===== config.mk =====
export PLATFORM = sky130hd
export DESIGN_NAME = fmap_pad_streamer
export DESIGN_NICKNAME = d
export VERILOG_FILES = /design/src/rtl/fmap_pad_streamer.sv
export SDC_FILE = /design/constraint.sdc
export NUM_CORES = 1
export LEC_CHECK = 0
export BUFFER_PORTS_ARGS = -buffer_cell sky130_fd_sc_hd__buf_4
export CAP_MARGIN = 10
export CORE_MARGIN = 4
export CORE_UTILIZATION = 35
export CTS_BUF_LIST = sky130_fd_sc_hd__clkbuf_4 sky130_fd_sc_hd__clkbuf_8
export CTS_CLUSTER_DIAMETER = 60
export DETAILED_ROUTE_END_ITERATION = 10
export HOLD_SLACK_MARGIN = 0.15
export SLEW_MARGIN = 0
export SYNTH_ARGS = -nofsm -noshare
export SYNTH_HDL_FRONTEND = slang
export SYNTH_SLANG_ARGS = --single-unit

===== constraint.sdc =====
create_clock -name clk -period 12.4 [get_ports clk]
set_input_delay 1.86 -clock clk [delete_from_list [all_inputs] [get_ports clk]]
set_output_delay 1.86 -clock clk [all_outputs]
set_load 0.05 [all_outputs]

===== src/rtl/fmap_pad_streamer.sv =====
// Captures one S x S feature map (all channels per beat) and replays it as a
// zero-padded (S+2P) x (S+2P) raster stream, one pixel per cycle, with no stalls.
module fmap_pad_streamer #(
  parameter int N          = 16,
  parameter int CHANNEL    = 3,
  parameter int INPUT_SIZE = 6,
  parameter int PADDING    = 1
) (
  input  logic                 clk,
  input  logic                 rst_n,
  input  logic                 input_vld,
  input  logic [CHANNEL*N-1:0] input_din,
  output logic [CHANNEL*N-1:0] dout,
  output logic                 dout_vld,
  output logic                 dout_end,
  output logic                 busy,
  output logic                 ovf_err
);

  localparam int W      = CHANNEL * N;
  localparam int S      = INPUT_SIZE;
  localparam int P      = PADDING;
  localparam int D      = S + 2 * P;
  localparam int DEPTH  = S * S;
  localparam int ADDR_W = (DEPTH > 1) ? $clog2(DEPTH) : 1;
  localparam int POS_W  = (D > 1) ? $clog2(D) : 1;

  localparam logic [ADDR_W-1:0] LAST_WR  = ADDR_W'(DEPTH - 1);
  localparam logic [POS_W-1:0]  LAST_POS = POS_W'(D - 1);

  typedef enum logic {
    CAPTURE = 1'b0,
    SEND    = 1'b1
  } state_t;

  state_t            state_q, state_d;
  logic [ADDR_W-1:0] wr_cnt_q, wr_cnt_d;
  logic [POS_W-1:0]  row_q, row_d;
  logic [POS_W-1:0]  col_q, col_d;
  logic [W-1:0]      dout_d;
  logic              dout_vld_d;
  logic              dout_end_d;
  logic              ovf_err_d;
  logic              wr_en;

  logic [W-1:0]      mem [DEPTH];

  int                src_row;
  int                src_col;
  logic              in_window;
  logic [ADDR_W-1:0] rd_addr;

  // Map the padded raster position back onto the captured map; signed so that
  // halo positions fall outside [0, S) instead of wrapping.
  always_comb begin
    src_row   = int'(row_q) - P;
    src_col   = int'(col_q) - P;
    in_window = (src_row >= 0) && (src_row < S) && (src_col >= 0) && (src_col < S);
    rd_addr   = ADDR_W'(src_row * S + src_col);
  end

  assign busy = (state_q == SEND);

  // NOTE: every signal written here gets a default first, so no path leaves a
  // value unassigned and no latch is inferred.
  always_comb begin
    state_d    = state_q;
    wr_cnt_d   = wr_cnt_q;
    row_d      = row_q;
    col_d      = col_q;
    dout_d     = '0;
    dout_vld_d = 1'b0;
    dout_end_d = 1'b0;
    ovf_err_d  = ovf_err;
    wr_en      = 1'b0;

    unique case (state_q)
      CAPTURE: begin
        if (input_vld) begin
          wr_en = 1'b1;
          if (wr_cnt_q == LAST_WR) begin
            wr_cnt_d = '0;
            row_d    = '0;
            col_d    = '0;
            state_d  = SEND;
          end else begin
            wr_cnt_d = wr_cnt_q + 1'b1;
          end
        end
      end

      SEND: begin
        // The producer cannot be stalled, so a beat arriving now is lost.
        if (input_vld) ovf_err_d = 1'b1;
        dout_vld_d = 1'b1;
        if (in_window) dout_d = mem[rd_addr];
        if (col_q == LAST_POS) begin
          col_d = '0;
          if (row_q == LAST_POS) begin
            dout_end_d = 1'b1;
            row_d      = '0;
            state_d    = CAPTURE;
          end else begin
            row_d = row_q + 1'b1;
          end
        end else begin
          col_d = col_q + 1'b1;
        end
      end
    endcase
  end

  // NOTE: sequential state uses non-blocking assignments so every register
  // samples the pre-edge values regardless of statement order.
  always_ff @(posedge clk or negedge rst_n) begin
    if (!rst_n) begin
      state_q  <= CAPTURE;
      wr_cnt_q <= '0;
      row_q    <= '0;
      col_q    <= '0;
      dout     <= '0;
      dout_vld <= 1'b0;
      dout_end <= 1'b0;
      ovf_err  <= 1'b0;
    end else begin
      state_q  <= state_d;
      wr_cnt_q <= wr_cnt_d;
      row_q    <= row_d;
      col_q    <= col_d;
      dout     <= dout_d;
      dout_vld <= dout_vld_d;
      dout_end <= dout_end_d;
      ovf_err  <= ovf_err_d;
    end
  end

  // NOTE: the frame buffer has no reset; every entry is rewritten before it is
  // read, and leaving it out of reset keeps it mappable to plain RAM.
  always_ff @(posedge clk) begin
    if (wr_en) mem[wr_cnt_q] <= input_din;
  end

endmodule


# After elaboration in Yosys (flattened, before gate mapping)
# Memory sizes are Yosys's and may differ from the RTL's.
# Cells that the tools add are included.
[classes]
order_cmp = 4
reduce_logical = 7
muxes = 23
multipliers = 1
n_addsub = 6
n_bitwise = 1
eq_ne = 6
[op_table]
columns = ["op", "count"]
rows = [
  ["48-bit two-way mux", 2],
  ["3-bit two-way mux", 5],
  ["1-bit two-way mux", 12],
  ["3-bit case mux with 2 select lines", 2],
  ["4-bit by 1-bit greater-or-equal comparator with 1-bit output (second input constant)", 2],
  ["4-bit < comparator (second input constant)", 2],
  ["3-bit by 1-bit subtractor with 4-bit output (second input constant)", 2],
  ["3-bit by 1-bit adder with 3-bit output (second input constant)", 2],
  ["6-bit by 1-bit adder with 6-bit output (second input constant)", 1],
  ["6-bit by 4-bit adder with 6-bit output", 1],
  ["3-bit == test (second input constant)", 2],
  ["6-bit == test (second input constant)", 1],
  ["6-bit two-way mux", 1],
  ["2-bit AND reduction", 3],
  ["4-bit by 3-bit multiplier with 5-bit output (second input constant)", 1],
  ["2-bit != test (second input constant)", 2],
  ["1-bit logical AND", 3],
  ["3-bit AND reduction", 1],
  ["2-bit by 1-bit != test with 1-bit output (second input constant)", 1],
  ["1-bit case mux with 2 select lines", 1],
  ["1-bit NOT", 1],
]
[totals]
reg_bits = 64
output_inout_bits = 52
ram_bits = 1728
mem_count = 1
in_bits = 51
elab_cells = 57
[mem_list]
columns = ["name", "words", "width", "read_ports", "rd_ports_with_merged_regs", "write_ports", "line", "source"]
rows = [
  ["mem", 36, 48, 1, 0, 1, "46", "logic [W-1:0] mem [DEPTH];"],
]

# Longest topological paths before layout
# Gate-level depths: netlist of the first run.
[depth]
depth_word = 7
mapped_depth = 19
depth_no_buf = 12

# Worst setup path after synthesis of the first run
# No wires, ideal clock.
[synth_path]
kind = "input-to-reg"
start = "in input_vld"
end = "mem mem[0][0] (netlist bit), enable pin"
required_time_ns = 11.827
t_arrival_ns = 7.027
path_stages = 4
path_buffers = 1
setup_time_ns = 0.573
slack_ns = 4.800
cell_sequence = "nor2b_1 clkbuf_1 nand3b_1 nor4_1"
[synth_between]
elab_chain_cells = 4
[synth_lines]
columns = ["element", "line", "source"]
rows = [
  ["from (decl)", "11", "input logic input_vld,"],
  ["1-bit two-way mux", "79", "if (input_vld) begin"],
  ["1-bit two-way mux", "77", "unique case (state_q)"],
  ["1-bit two-way mux", "140", "if (wr_en) mem[wr_cnt_q] <= input_din;"],
  ["1-bit two-way mux (not written as such)", "140", ""],
  ["to (decl)", "46", ""],
]
# Every way passes these cells.

# Final worst setup path of the first run
[layout_path]
start = "reg col_q[0]"
end = "reg dout[19]"
[layout_between]
elab_chain_cells = 6
word_cells_on_any_way = 9
classes_between = "add/sub: 2; order compare: 2; mux: 2; reduce/logical: 2; memory: 1"
[layout_lines]
columns = ["element", "line", "source"]
rows = [
  ["from (decl)", "39", "logic [POS_W-1:0] col_q, col_d;"],
  ["from (signal assigned)", "129", "col_q <= col_d;"],
  ["3-bit by 1-bit subtractor with 4-bit output (*)", "57", "src_col = int'(col_q) - P;"],
  ["branches (longest 3 deep; another with memory read 36 x 48 bit)", "--", ""],
  ["48-bit two-way mux (*)", "96", "if (in_window) dout_d = mem[rd_addr];"],
  ["48-bit two-way mux (*)", "77", ""],
  ["named net dout_d[19]", "40", "logic [W-1:0] dout_d;"],
  ["to (signal assigned)", "130", "dout <= dout_d;"],
  ["to (decl)", "13", "output logic [CHANNEL*N-1:0] dout,"],
]
# Mark *: on every way through the listed nets, which the timed path passes.
# A chain may end at the register's enable or synchronous reset.

==> results.cfg, run 1 <==
[status]
status = finished, final reports clean

[critical_path]
cp_top_family = buffers and inverters
crit_path_start_kind = flip-flop
reg2reg_depth = 10
slowest_delay_ns = 1.07
crit_top_cell = buf_4
endpoint_kind = flip-flop
r2r-end = dout[19]
cp_slowest_cell = dfrtp_4
crit_chain = inv_2 > ha_1 > inv_1 > ha_4 > buf_4 > buf_4 > mux4_2 > mux2_2 > a22oi_1 > a311oi_1
timing.reg2reg.setup_slack_ns = 6.83
worst-endpoint-arrival_ns = 6.38
critPathMaxFanout = 60
required_ns = 13.21
cp_num_buf_inv = 4
worst_r2r_startpoint = col_q[0]
critical_path_class = flip-flop to flip-flop

[clock_tree]
insertion_delay_ns = 0.99
hold_buffers = 0
ctsHtreeMaxLevel = 5
post_cts_buffers = 0
clkSlewWorstSetupHoldPaths_ns = 0.07
clockBufferDepth = 4
cts_tree = done
cts.sinks = 1792
root_buffer = clkbuf_8
cts_resized = 0
cts_buffers = 298

[timing]
period_needed_ns = 5.57
drv_slew = 0
tightest_slew_ns = 1.19
fin_tns_setup_ns = 0
post-route-period-util = 0.449
holdWs_ns = 0.458
hold_viol_final = 0
fmax_mhz = 179
rsz0062_at_grt = no
setup_viol = 0
fin_skew_ns = 0.0566
slew_headroom = 0.203

[min_path]
hold_end = ovf_err
hp-start = ovf_err
holdPathStages = 1
hold_path_class = flip-flop to flip-flop

[finish]
finalNetCount = 3580
final_util = 0.403
num-fill-cells = 17300
final-seq-area_mm2 = 0.0535
drive_gt1_frac = 0.325
multi_input_area_mm2 = 0.0148
syn_to_final_growth_pct = 14.4

[floorplanning]
die-area_mm2 = 0.204
start_util = 0.352
io_pins = 103
core_area_mm2 = 0.195
die_h_um = 452
rows = 162
die_w_um = 452

[yosys]
synth_seq_cells = 1792
synth_cell_type_count = 49
synth.avg_cell_area_um2 = 21.4
synth_ff_type = edfxtp_1
syn-cell-area_mm2 = 0.0689
synthTopCellsByCount = edfxtp_1, mux4_2, nand2_1
synth_edf_count = 1728
yosysTopAreaCell = edfxtp_1
synth_seq_area_share = 0.777
synthTopCellsByArea = edfxtp_1, mux4_2, dfrtp_1
synth_nets = 3285
netlist.area_leader.share = 0.753
yosysWarnings = 0
synth_most_common_cell = edfxtp_1
ys_async_sr_fraction = 0.0357
syn_inst = 3213

[place]
dp_hpwl_um = 88800
place_congestion = 0.737
io_buffers = 102

[route]
ant_nets = 0
vias = 34200
first_iter_violations = 3779
wl_um = 180000
route.detailed.wl_per_inst_um = 28.4
drcViolationCount = 0
drtPass1Iterations = 5
via_per_inst = 5.40

[grt]
grt_pass1_wl_um = 258000
globalRouteOverflowTotal = 0
grt_pass1_vias = 35000
grt_usage = 0.175
antenna_found_initial = 12
grt_max_degree = 133

[power_and_ir_drop]
total_leakage_power_nw = 25.1
p_total_w = 0.0186
ir_worst_vdd_v = 0.000316
p_per_area_mw_per_mm2 = 236

[flow_run]
cap_violations = 0
## cell families (layout without fill, tap and decap cells)
kind of cell / count (synthesis) / in the layout / share of synthesized area
compound gates: 216 / 216 / 0.0243
xor+xnor: 11 / 11 / 0.00140
fa+ha+maj: 21 / 21 / 0.00414
buf+inv: 204 / 694 / 0.0132
flops: 1792 / 1792 / 0.777
mux: 497 / 497 / 0.152
other cells: 0 / 4 / 0
simple gates: 472 / 472 / 0.0283
## worst reg2reg max path, stage by stage, from the launching register on
cell and delay (ns):
dfrtp_4 1.07, inv_2 0.08, ha_1 0.33, inv_1 0.08, ha_4 0.82, buf_4 0.95
buf_4 0.91, mux4_2 0.45, mux2_2 0.27, a22oi_1 0.29, a311oi_1 0.15
## routing by layer
| layer | track usage | vias up | wire, um |
|---|---|---|---|
| met5 | 0 | - | 48 |
| met4 | 0.0478 | 8 | 4200 |
| met3 | 0.0408 | 290 | 14400 |
| met2 | 0.288 | 1488 | 88200 |
| met1 | 0.236 | 18500 | 73200 |
| li1 | - | 13900 | - |
## through the flow
| step | instance area, um^2 | std cells | setup WS (ns) |
|---|---|---|---|
| 6_report | 78800 | 6331 | 6.83 |
| 5_1_grt | 78800 | 6329 | 6.38 |
| 4_1_cts | 78700 | 6327 | 6.77 |
| 3_5_place_dp | 73100 | 5832 | 6.79 |
| 3_3_place_gp | 73100 | 5832 | 6.77 |
| 2_1_floorplan | 68900 | 3213 | 4.80 |
## how the worst max path moves through the flow
| stage | endpoint | startpoint | depth (start not counted) |
|---|---|---|---|
| 2_1_floorplan | mem[0][0] | input_vld | 4 |
| 3_3_place_gp | dout[19] | col_q[0] | 10 |
| 3_5_place_dp | dout[19] | col_q[0] | 10 |
| 4_1_cts | dout[19] | col_q[0] | 10 |
| 5_1_grt | dout[19] | col_q[0] | 10 |
| 6_report | dout[19] | col_q[0] | 10 |
## report_power, final
group | switching, W | internal [W] | leakage, nW
logic | 0.00403 | 0.00248 | 5.65
clock network | 0.00225 | 0.00278 | 2.99
registers | 0.000112 | 0.00696 | 16.4
total | 0.00639 | 0.0122 | 25.1
## registers in the layout, summed over array words and instances, names as in the netlist
| signal | flops |
|---|---|
| busy | 1 |
| col_q | 3 |
| dout | 48 |
| dout_end | 1 |
| dout_vld | 1 |
| mem | 1728 |
| ovf_err | 1 |
| row_q | 3 |
| wr_cnt_q | 6 |
## layout by cell type (no fill, tap or decap), types with 6 or more instances in the layout
master and instances:
a21oi_1 51, a22oi_1 48, a311oi_1 28, a311oi_2 20
buf_4 179, bufinv_16 7, clkbuf_4 89, clkbuf_8 320
clkinv_1 47, clkinv_2 23, dfrtp_1 63, edfxtp_1 1728
ha_1 17, inv_1 14, mux2_2 64, mux4_2 432
nand2_1 351, nand3_1 51, nor2_4 29, o211ai_1 49
o21ai_0 6
## area by class of cell
type,count,share of cell area
sequential,1792,0.679
clock inverter,86,0.00729
antenna,4,0.000127
inverter,15,0.000715
tap,2624,0.0417
timing repair buffer,184,0.0183
multi-input combinational,1217,0.188
clock buffer,409,0.0644
Note: power is estimated with default switching activity, not from simulation.
==> inputs of run 2 (changes only) <==
clock period = 5.35 ns   (was 12.4 ns; I/O delays follow)
==> run 2 against run 1 <==
Net effect:
- first-iteration DRC count down 1.5%
- design area up 0.95%
- global-route usage down 0.29 points
- sequential share of layout area down 0.64 points
- worst setup slack worse by 5.6 ns
- non-clock buffer count up 55
- register-to-register slack worse by 5.6 ns
- critical path depth up 3
- sequential cell count unchanged
- utilization up 0.38 points
- critical path type unchanged
- total power up 130%
- highest routed layer unchanged
- die area unchanged
==> results.cfg, run 2 (same netlist as run 1, synthesis figures left out) <==
[finish]
top_regs = mem x1728, dout x48, wr_cnt_q x6
syn_to_final_growth_pct = 15.4
finalNetCount = 3634
layout_common_cells = edfxtp_1, mux4_2, nand2_1
final_common_cell = edfxtp_1
largest_reg_flops = 1728
drive_gt1_frac = 0.326
top_register = mem
final_cells = 6400

[timing]
slew_headroom = 0.215
rsz0062_at_grt = no
post-route-period-util = 0.764
fin_skew_ns = 0.0614
hold_viol_final = 0
fmax_mhz = 245
fin_tns_setup_ns = 0
period_needed_ns = 4.09
drv_slew = 0
tightest_slew_ns = 1.18
setup_viol = 0

[grt]
grt_pass1_wl_um = 256000
grt_most_used_layer = met2
use_met2 = 0.284
grt_max_degree = 100
globalRouteOverflowTotal = 0
use_met1 = 0.235
grt_pass1_vias = 35200
grt_usage = 0.173
antenna_found_initial = 7
use_met3 = 0.0380

[power_and_ir_drop]
ir_worst_vdd_v = 0.000868
p_per_area_mw_per_mm2 = 543
total_leakage_power_nw = 25.4

[critical_path]
timing.reg2reg.setup_slack_ns = 1.26
crit_path_start_kind = flip-flop
reg2reg_depth = 13
endpoint_kind = flip-flop
required_ns = 6.22
worst-endpoint-arrival_ns = 4.96
critical_path_class = flip-flop to flip-flop
critPathMaxFanout = 48

[route]
first_iter_violations = 3724
drtPass1Iterations = 8
ant_nets = 0
route.detailed.wl_per_inst_um = 27.6
wl_um = 176000
vias = 34000
drcViolationCount = 0
via_per_inst = 5.32

[floorplanning]
die_w_um = 452
rows = 162
die_h_um = 452
start_util = 0.352
core_area_mm2 = 0.195
io_pins = 103
die-area_mm2 = 0.204

[status]
status = finished, final reports clean

[clock_tree]
ctsHtreeMaxLevel = 5
insertion_delay_ns = 1.01
cts_tree = done
cts.sinks = 1792
post_cts_buffers = 0
root_buffer = clkbuf_8
clkSlewWorstSetupHoldPaths_ns = 0.07
clockBufferDepth = 4
cts_resized = 0
cts_buffers = 297

[place]
io_buffers = 102
dp.cells = 5855
place_congestion = 0.750
dp_hpwl_um = 91900

[min_path]
hold_path_class = input port to flip-flop
holdPathStages = 1

[flow_run]
cap_violations = 0
## run 2: cell types whose count changed in the layout (fill, tap and decap cells not counted), sizes merged
cell	delta
buf	+23
bufinv	+2
clkbuf	-13
clkinv	+22
clkinvlp	+3
diode	-1
dlygate4sd3	+32
inv	+1
## run 2: report_power, final
part,total [W],switching (W),internal [W]
Clock,0.0117,0.00526,0.00646
Sequential,0.0163,0.000208,0.0161
Combinational,0.0151,0.00925,0.00586
Total,0.0432,0.0147,0.0284
## run 2: routing by layer
metal / up-vias / share of wire
li1: 14000 / -
met1: 18500 / 0.42
met2: 1256 / 0.49
met3: 237 / 0.070
met4: 4 / 0.019
met5: - / 0.00018
## run 2: per-stage QoR
stage | worst slack, ns | total power [W] | instance area [um^2] | util | hold WS (ns)
finish | 1.26 | 0.0432 | 79500 | 0.407 | 0.256
global route | 1.02 | 0.0452 | 79500 | 0.407 | 0.187
CTS | 1.26 | 0.0436 | 79500 | 0.407 | 0.151
detailed placement | 1.29 | 0.0318 | 73500 | 0.376 | 0.450
global placement | 1.40 | 0.0318 | 73500 | 0.376 | 0.444
floorplan | 0.287 | 0.0269 | 68900 | - | 0.507
## run 2: critical path, stage by stage (launching register included)
cell,delay [ns]
dfrtp_1,0.52
inv_1,0.17
ha_1,0.24
xor2_1,0.19
ha_1,0.32
ha_1,0.14
inv_1,0.05
fa_1,0.43
xnor2_1,0.15
xnor2_1,0.28
or3_4,0.19
buf_4,0.75
a21oi_1,0.20
a311oi_1,0.34
## run 2: path summary, 6_finish.rpt
kind                               end          start
setup reg to reg              dout[24]       row_q[0]
hold / removal             mem[30][39]  input_din[39]
min in group asynchronous     dout_vld          rst_n
setup / recovery              dout[24]       row_q[0]
max in group asynchronous     col_q[0]          rst_n
hold reg to reg                ovf_err        ovf_err
## run 2: repair_timing
item	4_1_cts	5_1_grt
hold endpoints to repair	640	0
hold buffers	32	0
endpoints found under the setup margin	0	0
## run 2: area by class of cell
cell class              instances  area [um^2]
diodes                          3         7.51
clock buffers                 396         4970
clock inverters               114          757
fillers                     17300       116000
inverters                      15         56.3
multi-input cells            1217        14900
flip-flops and latches       1792        53500
well taps                    2624         3280
repair buffers                239         2090
